<file path="src/rtl/ifm_tile_scheduler_if.sv">
// Downstream bus from ifm_tile_scheduler to the img2col_ifm / ifm_buffer pair.
// master = scheduler side, slave = img2col/buffer side.
interface ifm_tile_scheduler_if #(
  parameter int ADDR_W = 10,
  parameter int DIM_W  = 6
);
  logic              buf_empty;
  logic              i2c_ready;
  logic              i2c_ifm_start;
  logic [ADDR_W-1:0] base_addr;
  logic              addr_valid;
  logic [3:0]        ksize;
  logic [DIM_W-1:0]  tile_length;
  logic [DIM_W-1:0]  tile_height;

  modport master (
    input  buf_empty, i2c_ready,
    output i2c_ifm_start, base_addr, addr_valid, ksize, tile_length, tile_height
  );

  modport slave (
    output buf_empty, i2c_ready,
    input  i2c_ifm_start, base_addr, addr_valid, ksize, tile_length, tile_height
  );
endinterface

</file>
<file path="src/rtl/ifm_tile_scheduler.sv">
// Walks overlapping img2col tiles across an ifm in raster order, one start pulse per tile.
// Optional watchdog on the img2col busy/ready cycle: define IFM_SCHED_TIMEOUT_EN.
module ifm_tile_scheduler #(
  parameter int ADDR_W      = 10,
  parameter int DIM_W       = 6,
  parameter int TIMEOUT_CYC = 4096
) (
  input  logic              clock,
  input  logic              rst,
  input  logic              cfg_start,
  input  logic [ADDR_W-1:0] cfg_base_addr,
  input  logic [DIM_W-1:0]  cfg_ifm_width,
  input  logic [DIM_W-1:0]  cfg_ifm_height,
  input  logic [DIM_W-1:0]  cfg_tile_length,
  input  logic [DIM_W-1:0]  cfg_tile_height,
  input  logic [3:0]        cfg_ksize,
  ifm_tile_scheduler_if.master dn,
  output logic              busy,
  output logic [7:0]        tile_cnt,
  output logic              done,
  output logic              err
);

  localparam int OW = DIM_W + 1;
  localparam int PW = 2 * DIM_W + 1;

  typedef enum logic [2:0] {
    IDLE,
    WAIT_BUF,
    ISSUE,
    WAIT_BUSY,
    WAIT_DONE,
    NEXT,
    DONE
  } state_t;

  state_t state, state_nxt;

  logic [ADDR_W-1:0] base_q;
  logic [DIM_W-1:0]  ifm_w_q, ifm_h_q;
  logic [OW-1:0]     col_off, row_off;
  logic [OW-1:0]     h_step, v_step, col_lim, row_lim, col_step, row_step;
  logic [OW-1:0]     col_nxt, row_nxt;
  logic [PW-1:0]     row_prod;
  logic [ADDR_W-1:0] tile_addr;
  logic              row_fin, row_last, last_tile;
  logic              cfg_bad;
  logic              timeout_hit;

  assign cfg_bad = (cfg_ksize == 4'd0)
                || (OW'(cfg_ksize) > OW'(cfg_tile_length))
                || (OW'(cfg_ksize) > OW'(cfg_tile_height))
                || (cfg_tile_length > cfg_ifm_width)
                || (cfg_tile_height > cfg_ifm_height);

  // Tile stepping; the final tile of a row/column is clamped flush to the ifm edge.
  assign h_step    = OW'(dn.tile_length) - OW'(dn.ksize) + OW'(1);
  assign v_step    = OW'(dn.tile_height) - OW'(dn.ksize) + OW'(1);
  assign col_lim   = OW'(ifm_w_q) - OW'(dn.tile_length);
  assign row_lim   = OW'(ifm_h_q) - OW'(dn.tile_height);
  assign col_step  = col_off + h_step;
  assign row_step  = row_off + v_step;
  assign row_fin   = (col_off + OW'(dn.tile_length)) == OW'(ifm_w_q);
  assign row_last  = (row_off + OW'(dn.tile_height)) == OW'(ifm_h_q);
  assign last_tile = row_fin && row_last;
  assign col_nxt   = row_fin ? '0 : ((col_step < col_lim) ? col_step : col_lim);
  assign row_nxt   = row_fin ? ((row_step < row_lim) ? row_step : row_lim) : row_off;

  assign row_prod  = PW'(row_off) * PW'(ifm_w_q);
  assign tile_addr = base_q + ADDR_W'(row_prod) + ADDR_W'(col_off);

  always_ff @(posedge clock) begin
    if (rst) state <= IDLE;
    else     state <= state_nxt;
  end

  always_comb begin
    state_nxt = state;
    case (state)
      IDLE:      if (cfg_start && !cfg_bad) state_nxt = WAIT_BUF;
      WAIT_BUF:  if (dn.buf_empty) state_nxt = ISSUE;
      ISSUE:     state_nxt = WAIT_BUSY;
      WAIT_BUSY: if (!dn.i2c_ready) state_nxt = WAIT_DONE;
      WAIT_DONE: if (dn.i2c_ready) state_nxt = NEXT;
      NEXT:      state_nxt = last_tile ? DONE : WAIT_BUF;
      DONE:      state_nxt = IDLE;
      default:   state_nxt = IDLE;
    endcase
    if (timeout_hit) state_nxt = IDLE;
  end

  always_comb begin
    busy          = (state != IDLE);
    done          = (state == DONE);
    dn.addr_valid = (state == ISSUE) || (state == WAIT_BUSY) || (state == WAIT_DONE);
  end

`ifdef IFM_SCHED_TIMEOUT_EN
  localparam int TO_W = $clog2(TIMEOUT_CYC + 1);
  logic [TO_W-1:0] to_cnt;
  logic            in_wait;

  assign in_wait     = (state == WAIT_BUSY) || (state == WAIT_DONE);
  assign timeout_hit = in_wait && (to_cnt == TO_W'(TIMEOUT_CYC - 1));

  always_ff @(posedge clock) begin
    if (rst)                               to_cnt <= '0;
    else if (!in_wait || state_nxt != state) to_cnt <= '0;
    else                                   to_cnt <= to_cnt + 1'b1;
  end
`else
  logic unused_timeout;
  assign unused_timeout = (TIMEOUT_CYC > 0);
  assign timeout_hit    = 1'b0;
`endif

  // The start pulse is registered off ISSUE so img2col sees a stable base_addr first.
  always_ff @(posedge clock) begin
    if (rst) begin
      dn.i2c_ifm_start <= 1'b0;
      dn.base_addr     <= '0;
      dn.ksize         <= '0;
      dn.tile_length   <= '0;
      dn.tile_height   <= '0;
      base_q           <= '0;
      ifm_w_q          <= '0;
      ifm_h_q          <= '0;
      col_off          <= '0;
      row_off          <= '0;
      tile_cnt         <= '0;
      err              <= 1'b0;
    end else begin
      dn.i2c_ifm_start <= (state == ISSUE);
      err              <= timeout_hit;
      case (state)
        IDLE: begin
          if (cfg_start) begin
            base_q         <= cfg_base_addr;
            ifm_w_q        <= cfg_ifm_width;
            ifm_h_q        <= cfg_ifm_height;
            dn.tile_length <= cfg_tile_length;
            dn.tile_height <= cfg_tile_height;
            dn.ksize       <= cfg_ksize;
            if (cfg_bad) begin
              err <= 1'b1;
            end else begin
              col_off  <= '0;
              row_off  <= '0;
              tile_cnt <= '0;
            end
          end
        end
        WAIT_BUF: begin
          if (dn.buf_empty) dn.base_addr <= tile_addr;
        end
        WAIT_DONE: begin
          if (dn.i2c_ready && !timeout_hit && tile_cnt != 8'hFF) tile_cnt <= tile_cnt + 8'd1;
        end
        NEXT: begin
          col_off <= col_nxt;
          row_off <= row_nxt;
        end
        default: ;
      endcase
    end
  end

endmodule

</file>
<file path="src/flat_wrapper.sv">
// flat-port wrapper written by rule: the top's interface ports become plain ports
module ifm_tile_scheduler_flat 
#(
  parameter int ADDR_W      = 10,
  parameter int DIM_W       = 6,
  parameter int TIMEOUT_CYC = 4096
)
  (clock, rst, cfg_start, cfg_base_addr, cfg_ifm_width, cfg_ifm_height, cfg_tile_length, cfg_tile_height, cfg_ksize, busy, tile_cnt, done, err, dn_buf_empty, dn_i2c_ready, dn_i2c_ifm_start, dn_base_addr, dn_addr_valid, dn_ksize, dn_tile_length, dn_tile_height);
  ifm_tile_scheduler_if #(.ADDR_W(ADDR_W), .DIM_W(DIM_W)) dn_i ();
  input  logic clock;
  input  logic rst;
  input  logic cfg_start;
  input  logic [ADDR_W-1:0] cfg_base_addr;
  input  logic [DIM_W-1:0] cfg_ifm_width;
  input  logic [DIM_W-1:0] cfg_ifm_height;
  input  logic [DIM_W-1:0] cfg_tile_length;
  input  logic [DIM_W-1:0] cfg_tile_height;
  input  logic [3:0] cfg_ksize;
  output logic busy;
  output logic [7:0] tile_cnt;
  output logic done;
  output logic err;
  input wire logic [$bits(dn_i.buf_empty)-1:0] dn_buf_empty;
  input wire logic [$bits(dn_i.i2c_ready)-1:0] dn_i2c_ready;
  output wire logic [$bits(dn_i.i2c_ifm_start)-1:0] dn_i2c_ifm_start;
  output wire logic [$bits(dn_i.base_addr)-1:0] dn_base_addr;
  output wire logic [$bits(dn_i.addr_valid)-1:0] dn_addr_valid;
  output wire logic [$bits(dn_i.ksize)-1:0] dn_ksize;
  output wire logic [$bits(dn_i.tile_length)-1:0] dn_tile_length;
  output wire logic [$bits(dn_i.tile_height)-1:0] dn_tile_height;
  assign dn_i.buf_empty = dn_buf_empty;
  assign dn_i.i2c_ready = dn_i2c_ready;
  assign dn_i2c_ifm_start = dn_i.i2c_ifm_start;
  assign dn_base_addr = dn_i.base_addr;
  assign dn_addr_valid = dn_i.addr_valid;
  assign dn_ksize = dn_i.ksize;
  assign dn_tile_length = dn_i.tile_length;
  assign dn_tile_height = dn_i.tile_height;
  ifm_tile_scheduler #(.ADDR_W(ADDR_W), .DIM_W(DIM_W), .TIMEOUT_CYC(TIMEOUT_CYC)) u_core (.clock(clock), .rst(rst), .cfg_start(cfg_start), .cfg_base_addr(cfg_base_addr), .cfg_ifm_width(cfg_ifm_width), .cfg_ifm_height(cfg_ifm_height), .cfg_tile_length(cfg_tile_length), .cfg_tile_height(cfg_tile_height), .cfg_ksize(cfg_ksize), .dn(dn_i), .busy(busy), .tile_cnt(tile_cnt), .done(done), .err(err));
endmodule
</file>
<file path="config.mk">
export PLATFORM = sky130hd
export DESIGN_NAME = ifm_tile_scheduler_flat
export DESIGN_NICKNAME = d
export VERILOG_FILES = /design/src/rtl/ifm_tile_scheduler_if.sv /design/src/rtl/ifm_tile_scheduler.sv /design/src/flat_wrapper.sv
export SDC_FILE = /design/constraint.sdc
export NUM_CORES = 1
export LEC_CHECK = 0
export CORE_MARGIN = 2
export CORE_UTILIZATION = 35
export CTS_BUF_LIST = sky130_fd_sc_hd__clkbuf_8 sky130_fd_sc_hd__clkbuf_16
export DETAILED_ROUTE_END_ITERATION = 12
export PLACE_DENSITY = 0.55
export SLEW_MARGIN = 20
export SYNTH_ARGS = -nofsm -noshare
export SYNTH_HDL_FRONTEND = slang
export SYNTH_SLANG_ARGS = --single-unit
</file>
<file path="constraint.sdc">
create_clock -name clock -period 4.9 [get_ports clock]
set_input_delay 1.225 -clock clock [delete_from_list [all_inputs] [get_ports clock]]
set_output_delay 1.225 -clock clock [all_outputs]
set_load 0.02 [all_outputs]
</file>
==> summary.md, run 1 <==
| Metric | Value |
|---|---|
| DRC viols | `0` |
| Hold Crit Class | `reg2reg` |
| Synth area leader | `dfxtp_1` |
| Net Sw Frac | `between 30% and 40%` |
| Critical path's slowest cell | `fa_1` |
| Largest net degree at the start of global routing | `54` |
| Post-synth ARST share | `0%` |
| Post-CTS Resized | `0` |
| CTS Buf Count | `9` |
| Hold_buf cts | `0` |
| Worst r2r dst | `u_core.dn.base_addr[8]` |
| Multi-input gate area | `about 5000 µm²` |
| Setup bufs post-CTS | `0` |
| Reg2reg start | `u_core.ifm_w_q[4]` |
| Worst Setup SP | `u_core.ifm_w_q[4]` |
| Clock Pin Slew Worst Setup and Hold Paths | `0.06 ns` |
| DR vias | `about 6000` |
| Clk_lat worst skew | `0.36 ns` |
| Via/cell ratio | `about 4.9` |
| CP Class | `reg2reg` |
| Clock tree buffer depth | `2` |
| Worst IR drop on VDD | `roughly 0.18 mV` |
| Final WL | `~19 mm` |
| Critical Path RT | `around 5.1 ns` |
| Antenna-violating nets left | `0` |
| All-Layer GR Usage | `a little under a fifth` |
| Routability cong. | `about 0.86` |
| Fin. max-slew vios | `0` |
| CP Cell Sequence | `nand2_1 -> fa_1 -> fa_1 -> inv_1 -> fa_1 -> inv_1 -> fa_1 -> inv_1 -> ha_1 -> o21ai_0 -> nand2b_1 -> a21o_1 -> a21oi_1 -> xor2_1 -> o31ai_1` |
| IO Count | `82` |
| Fin crit share | `between 80% and 90%` |
| DRT Pass-1 Iters | `4` |
| Final setup vio count | `0` |
| Final hold slack | `~0.46 ns` |
| Setup tns final | `0 ns` |
| Most frequent cells in the layout | `inv_1 (151), nand2_1 (128), ha_1 (93), a21oi_1 (88), clkdlybuf4s50_1 (80)` |
| CP Depth | `15` |
| H-tree Lvls | `3` |
| Unrepaired setup endpoints after global routing | `no` |
| Number of synthesized flops with an enable pin | `0` |
| Cell family with most CP delay | `adder cells` |
| Total power | `~2400 µW` |
| Num rows | `52` |
| Fin util | `between 40% and 50%` |
| Main flop type after synthesis | `dfxtp_1` |
| CP dominant cell by count | `fa_1` |
| CP endpoint kind | `register` |
| Initial DRC count | `between 200 and 250` |
| Vias in the first global route | `6105` |
| # diodes | `0` |
| Hpwl dp | `approximately 15 mm` |
| Grt ovf | `0` |
| Sequential power share | `approximately 29%` |
| Relative slew slack | `between 30% and 40%` |
| Power Density | `approximately 280 nW/µm²` |
| Worst setup endpoint | `u_core.dn.base_addr[8]` |
| CP Launch Type | `register` |
| R2R cell count | `15` |
| Die X | `147 µm` |
| Synth top area share | `between 20% and 30%` |
| Buf/Inv on CP | `3` |
| # Max-Cap Violations | `0` |
| Clock Skew | `about 0.013 ns` |
| Hold Vio Cnt, Final | `0` |
| Clk sinks | `75` |
| Combinational power share | `42.7%` |
| Psw | `a little over 900 µW` |
| Antenna violations before repair | `0` |
| Final min period | `4.23 ns` |
| Initial core utilization | `35.5%` |
| Max incr delay on CP | `0.54 ns` |
| P_leak | `roughly 0.0037 µW` |
| Synth Area in Compound Gates | `roughly 17%` |
| Synth Register Bits | `75` |
| Die area | `between 20000 and 25000 µm²` |
| Mapped cell area | `about 7100 µm²` |
| Flop2flop setup slack | `0.67 ns` |
| Largest cells by area after synthesis | `dfxtp_1 (21%), ha_1 (16%), fa_1 (12%), inv_1 (7.8%), nand2_1 (6.7%)` |
| Final WS setup | `approximately 0.67 ns` |
| Crit path DAT | `between 4 and 5 ns` |
| Seq/Total Area, Yosys | `a little over a fifth` |
| Fmax | `0.236 GHz` |
| Layout Area Growth over Synthesis | `18.9%` |
| Post-synthesis mux area share | `1.42%` |
| Simple-Gate Fraction of Synth Area | `approximately 17%` |
| Die Y | `about 150 µm` |
| Routed WL per cell | `15.5 µm` |
| CTS tree | `built` |
| Clock share of power | `roughly 28%` |
| Post-Syn Nets | `approximately 1100` |
| CTS root buf | `clkbuf_16` |
| Layout cell share with drive strength beyond 1 | `between 4 and 5%` |
| Internal power | `1480 µW` |
| Synth cell types | `between 50 and 60` |
| Adder-cell share of the synthesized area | `approximately 29%` |
| Yosys warns | `0` |
| Final #Nets | `1139` |
| Largest family of logic cells by synthesized area | `adder cells` |
| Placeable Area | `20100 µm²` |
| Fillers | `between 2000 and 2500` |
| DP Worst Slack | `between 0.7 and 0.8 ns` |
| CP Max Fanout | `9` |
| Syn Inst Count | `~900` |
| Xor/xnor share of the synthesized area | `under 10%` |
| Tightest Pin Transition | `roughly 1.0 ns` |
| Reg area | `around 1500 µm²` |
| Most common cell after layout, fill and taps aside | `inv_1` |
| First-pass GRT wire length | `~32 mm` |
| Avg Inst Size Synth | `about 8 µm²` |
| Status | `finished, final reports clean` |
| I/O Buffers | `81` |
-- per-stage QoR --
step	std cells	area [µm²]
after floorplan	891	7130
final	1234	8480
after CTS	1234	8480
after global routing	1234	8480
after detailed placement	1218	8190
after global placement	1218	8190
-- how the worst min path moves through the flow --
stage,endpoint,depth (start not counted),from,slack [ns]
after CTS,u_core.dn.base_addr[1],2,u_core.dn.base_addr[1],0.46
after detailed placement,u_core.dn.base_addr[5],2,u_core.dn.base_addr[5],0.45
after floorplan,u_core.base_q[3],2,u_core.base_q[3],0.44
after global routing,u_core.dn.base_addr[5],2,u_core.dn.base_addr[5],0.48
final,u_core.dn.base_addr[1],2,u_core.dn.base_addr[1],0.46
after global placement,u_core.base_q[4],2,u_core.base_q[4],0.44
-- sequential cells by signal, indices dropped and copies added (netlist names) --
name	cells
u_core.ifm_w_q	6
u_core.row_off	7
u_core.err	1
u_core.dn.base_addr	10
u_core.col_off	7
u_core.dn.i2c_ifm_start	1
u_core.ifm_h_q	6
u_core.dn.tile_height	6
u_core.dn.ksize	4
u_core.base_q	10
u_core.dn.tile_length	6
u_core.state	3
u_core.tile_cnt	8
-- worst reg2reg max path, stage by stage, from the launching register on --
cell and delay [ns]:
dfxtp_1 0.52, nand2_1 0.13, fa_1 0.50, fa_1 0.54, inv_1 0.05, fa_1 0.52
inv_1 0.05, fa_1 0.53, inv_1 0.04, ha_1 0.33, o21ai_0 0.09, nand2b_1 0.11
a21o_1 0.18, a21oi_1 0.17, xor2_1 0.21, o31ai_1 0.10
-- per-layer routing --
metal | GRT usage, % | part of all wire [%] | up-vias
li1 | - | - | 3100
met1 | 24.1 | 48 | 2836
met2 | 32.4 | 48 | 72
met3 | 2.67 | 2.3 | 19
met4 | 5.39 | 1.8 | 0
met5 | 0 | 0 | -
-- power by group through the flow --
stage	Combinational, µW	Clock [µW]	Sequential, µW
2_1_floorplan	745	0	707
3_3_place_gp	1020	0	720
3_5_place_dp	1020	0	720
4_1_cts	1030	684	706
5_1_grt	1160	703	713
6_report	1020	668	705
-- cell usage after synthesis (2+ instances only) --
cell type / number
a211o_1: 3
a211oi_1: 6
a21o_1: 7
a21oi_1: 88
a21oi_2: 4
a311oi_1: 4
a31o_2: 4
a31oi_1: 5
a32o_1: 7
and2_1: 19
and3_1: 2
and4_1: 2
buf_2: 3
clkbuf_1: 23
dfxtp_1: 75
fa_1: 44
ha_1: 93
inv_1: 149
mux2i_1: 9
nand2_1: 128
nand2b_1: 6
nand3_1: 18
nand3b_1: 3
nand4_1: 5
nor2_1: 33
nor2b_1: 10
nor3_1: 14
nor3b_1: 2
nor4_1: 5
o211ai_1: 4
o21a_1: 4
o21ai_0: 27
o21bai_1: 5
o31ai_1: 7
or2_2: 4
or3_1: 3
or3_2: 2
xnor2_1: 39
xor2_1: 6
-- area by class of cell --
class,count,share of cell area [%]
Inverter,149,6.60
Clock inverter,7,0.723
Clock buffer,9,2.66
Tap cell,270,3.98
Multi-Input combinational cell,639,58.5
Sequential cell,75,17.7
Timing Repair Buffer,85,9.86
-- cells by family (layout without fill, tap and decap cells) --
family | Yosys count | in the layout
simple gates | 259 | 259
xor+xnor | 45 | 45
flops | 75 | 75
compound gates | 188 | 188
buf+inv | 177 | 250
mux | 10 | 10
fa+ha+maj | 137 | 137
Power figures use the tool's default switching activity.
==> inputs of run 2 (changes only) <==
--- a/config.mk
+++ b/config.mk
@@ -7,9 +7,9 @@
 export LEC_CHECK = 0
 export CORE_MARGIN = 2
 export CORE_UTILIZATION = 35
-export CTS_BUF_LIST = sky130_fd_sc_hd__clkbuf_8 sky130_fd_sc_hd__clkbuf_16
+export CTS_BUF_LIST = sky130_fd_sc_hd__clkbuf_16
 export DETAILED_ROUTE_END_ITERATION = 12
-export PLACE_DENSITY = 0.55
+export PLACE_DENSITY = 0.53
 export SLEW_MARGIN = 20
 export SYNTH_ARGS = -nofsm -noshare
 export SYNTH_HDL_FRONTEND = slang
==> run 2 against run 1 <==
Compared with the run above: worst hold slack lost 0.0057 ns; combinational power about the same; clock power is 2% lower; via count rose by 0.18%; sequential power is essentially flat; register-to-register slack improved by 0.05 ns; final cell count did not move.
==> summary.md, run 2 (synthesis results as in run 1) <==
| Metric | Value |
|---|---|
| DRC viols | `0` |
| IO Count | `82` |
| Critical Path RT | `5.18 ns` |
| Num rows | `52` |
| First-pass GRT wire length | `~31 mm` |
| # Max-Cap Violations | `0` |
| H-tree Lvls | `3` |
| Dpl cell area | `between 8000 and 9000 µm²` |
| Multi-input gate area | `~5000 µm²` |
| Reg area | `1500 µm²` |
| Hold Crit Class | `reg2reg` |
| P_leak | `about 0.0037 µW` |
| Grt ovf | `0` |
| Initial DRC count | `just under 300` |
| Crit path DAT | `approximately 4.5 ns` |
| DR vias | `6038` |
| Fin. max-slew vios | `0` |
| Hpwl dp | `about 15 mm` |
| Clock tree buffer depth | `2` |
| CP Launch Type | `register` |
| Power Density | `between 200 and 300 nW/µm²` |
| Placeable Area | `~20000 µm²` |
| Placed Instances | `approximately 1200` |
| I/O Buffers | `81` |
| CTS root buf | `clkbuf_16` |
| Routability cong. | `0.840` |
| Antenna violations before repair | `0` |
| Die area | `around 22000 µm²` |
| Post-CTS Resized | `0` |
| Fmax | `about 0.24 GHz` |
| CTS Buf Count | `9` |
| Fin crit share | `85.4%` |
| # diodes | `0` |
| Hold Vio Cnt, Final | `0` |
| Clock Skew | `~0.0063 ns` |
| Unrepaired setup endpoints after global routing | `no` |
| Clk sinks | `75` |
| CP Max Fanout | `10` |
| All-Layer GR Usage | `18.4%` |
| Tightest Pin Transition | `a little under 0.9 ns` |
| Most frequent cells in the layout | `inv_1 (149), nand2_1 (128), ha_1 (93), a21oi_1 (88), clkdlybuf4s50_1 (80)` |
| Setup tns final | `0 ns` |
| Layout Area Growth over Synthesis | `19.0%` |
| Clk_lat worst skew | `around 0.36 ns` |
| Via/cell ratio | `4.89` |
| Initial core utilization | `around 35%` |
| Fillers | `approximately 2000` |
| Routed WL per cell | `15.4 µm` |
| Die X | `~150 µm` |
| Vias in the first global route | `around 5900` |
| Final min period | `4.18 ns` |
| Worst IR drop on VDD | `0.164 mV` |
| Largest net degree at the start of global routing | `42` |
| Antenna-violating nets left | `0` |
| Clock Pin Slew Worst Setup and Hold Paths | `around 0.07 ns` |
| Final #Nets | `about 1100` |
| Final setup vio count | `0` |
| Most common cell after layout, fill and taps aside | `inv_1` |
| Non-Filler Instances | `roughly 1200` |
| Final WL | `19.0 mm` |
| Finished Cell Area | `roughly 8500 µm²` |
| DRT Pass-1 Iters | `5` |
| CP endpoint kind | `register` |
| Relative slew slack | `between 40% and 50%` |
| Top Registers | `u_core.base_q (10), u_core.dn.base_addr (10), u_core.tile_cnt (8)` |
| Status | `finished, final reports clean` |
| Die Y | `147 µm` |
| CTS tree | `built` |
| Layout cell share with drive strength beyond 1 | `4.36%` |
| Setup bufs post-CTS | `0` |
| CP Class | `reg2reg` |
| Hold_buf cts | `0` |
run 2: per-stage QoR:
step           total power, µW  hold WS, ns  setup slack [ns]  util, %
6_report                  2390        0.454             0.717     42.2
5_1_grt                   2580        0.482             0.328     42.2
4_1_cts                   2410        0.459             0.701     42.2
3_5_place_dp              1750        0.448             0.731     40.8
3_3_place_gp              1740        0.446             0.780     40.8
2_1_floorplan             1450        0.436             0.868        -
run 2: layout make-up:
type                            instances  share of cell area (%)
Tap cell                              270                    3.98
Timing Repair Buffer                   85                    9.85
Clock inverter                          7                   0.693
Sequential cell                        75                    17.7
Clock buffer                            9                    2.66
Inverter                              149                    6.59
Multi-Input combinational cell        639                    58.5
run 2: where the power goes:
| part | internal [µW] | switching (µW) | leakage (µW) |
|---|---|---|---|
| clock | 351 | 306 | 0.000133 |
| sequential | 646 | 59.3 | 0.000611 |
| combinational | 442 | 582 | 0.00291 |
| total | 1440 | 948 | 0.00365 |
run 2: path summary, 6_finish.rpt:
check	startpoint	to	slack, ns	depth (start not counted)
max	u_core.ifm_w_q[3]	u_core.dn.base_addr[9]	0.72	14
min	u_core.base_q[6]	u_core.base_q[6]	0.45	2
max reg2reg	u_core.ifm_w_q[3]	u_core.dn.base_addr[9]	0.72	14
min reg2reg	u_core.base_q[6]	u_core.base_q[6]	0.45	2
run 2: metal layers:
layer | GRT usage [%] | vias up | wire (µm)
li1 | - | 3098 | -
met1 | 24.2 | 2836 | 8960
met2 | 31.2 | 85 | 9080
met3 | 2.64 | 19 | 571
met4 | 5.92 | 0 | 359
met5 | 0 | - | 0
run 2: worst max-delay path, stage by stage (launching register included):
cell	delay (ns)
dfxtp_1	0.57
and2_1	0.21
fa_1	0.44
fa_1	0.51
fa_1	0.54
inv_1	0.05
fa_1	0.52
inv_1	0.04
ha_1	0.33
nand2_1	0.06
o21ai_0	0.22
nor4_1	0.08
nor3_1	0.23
xnor2_1	0.09
a211oi_1	0.19
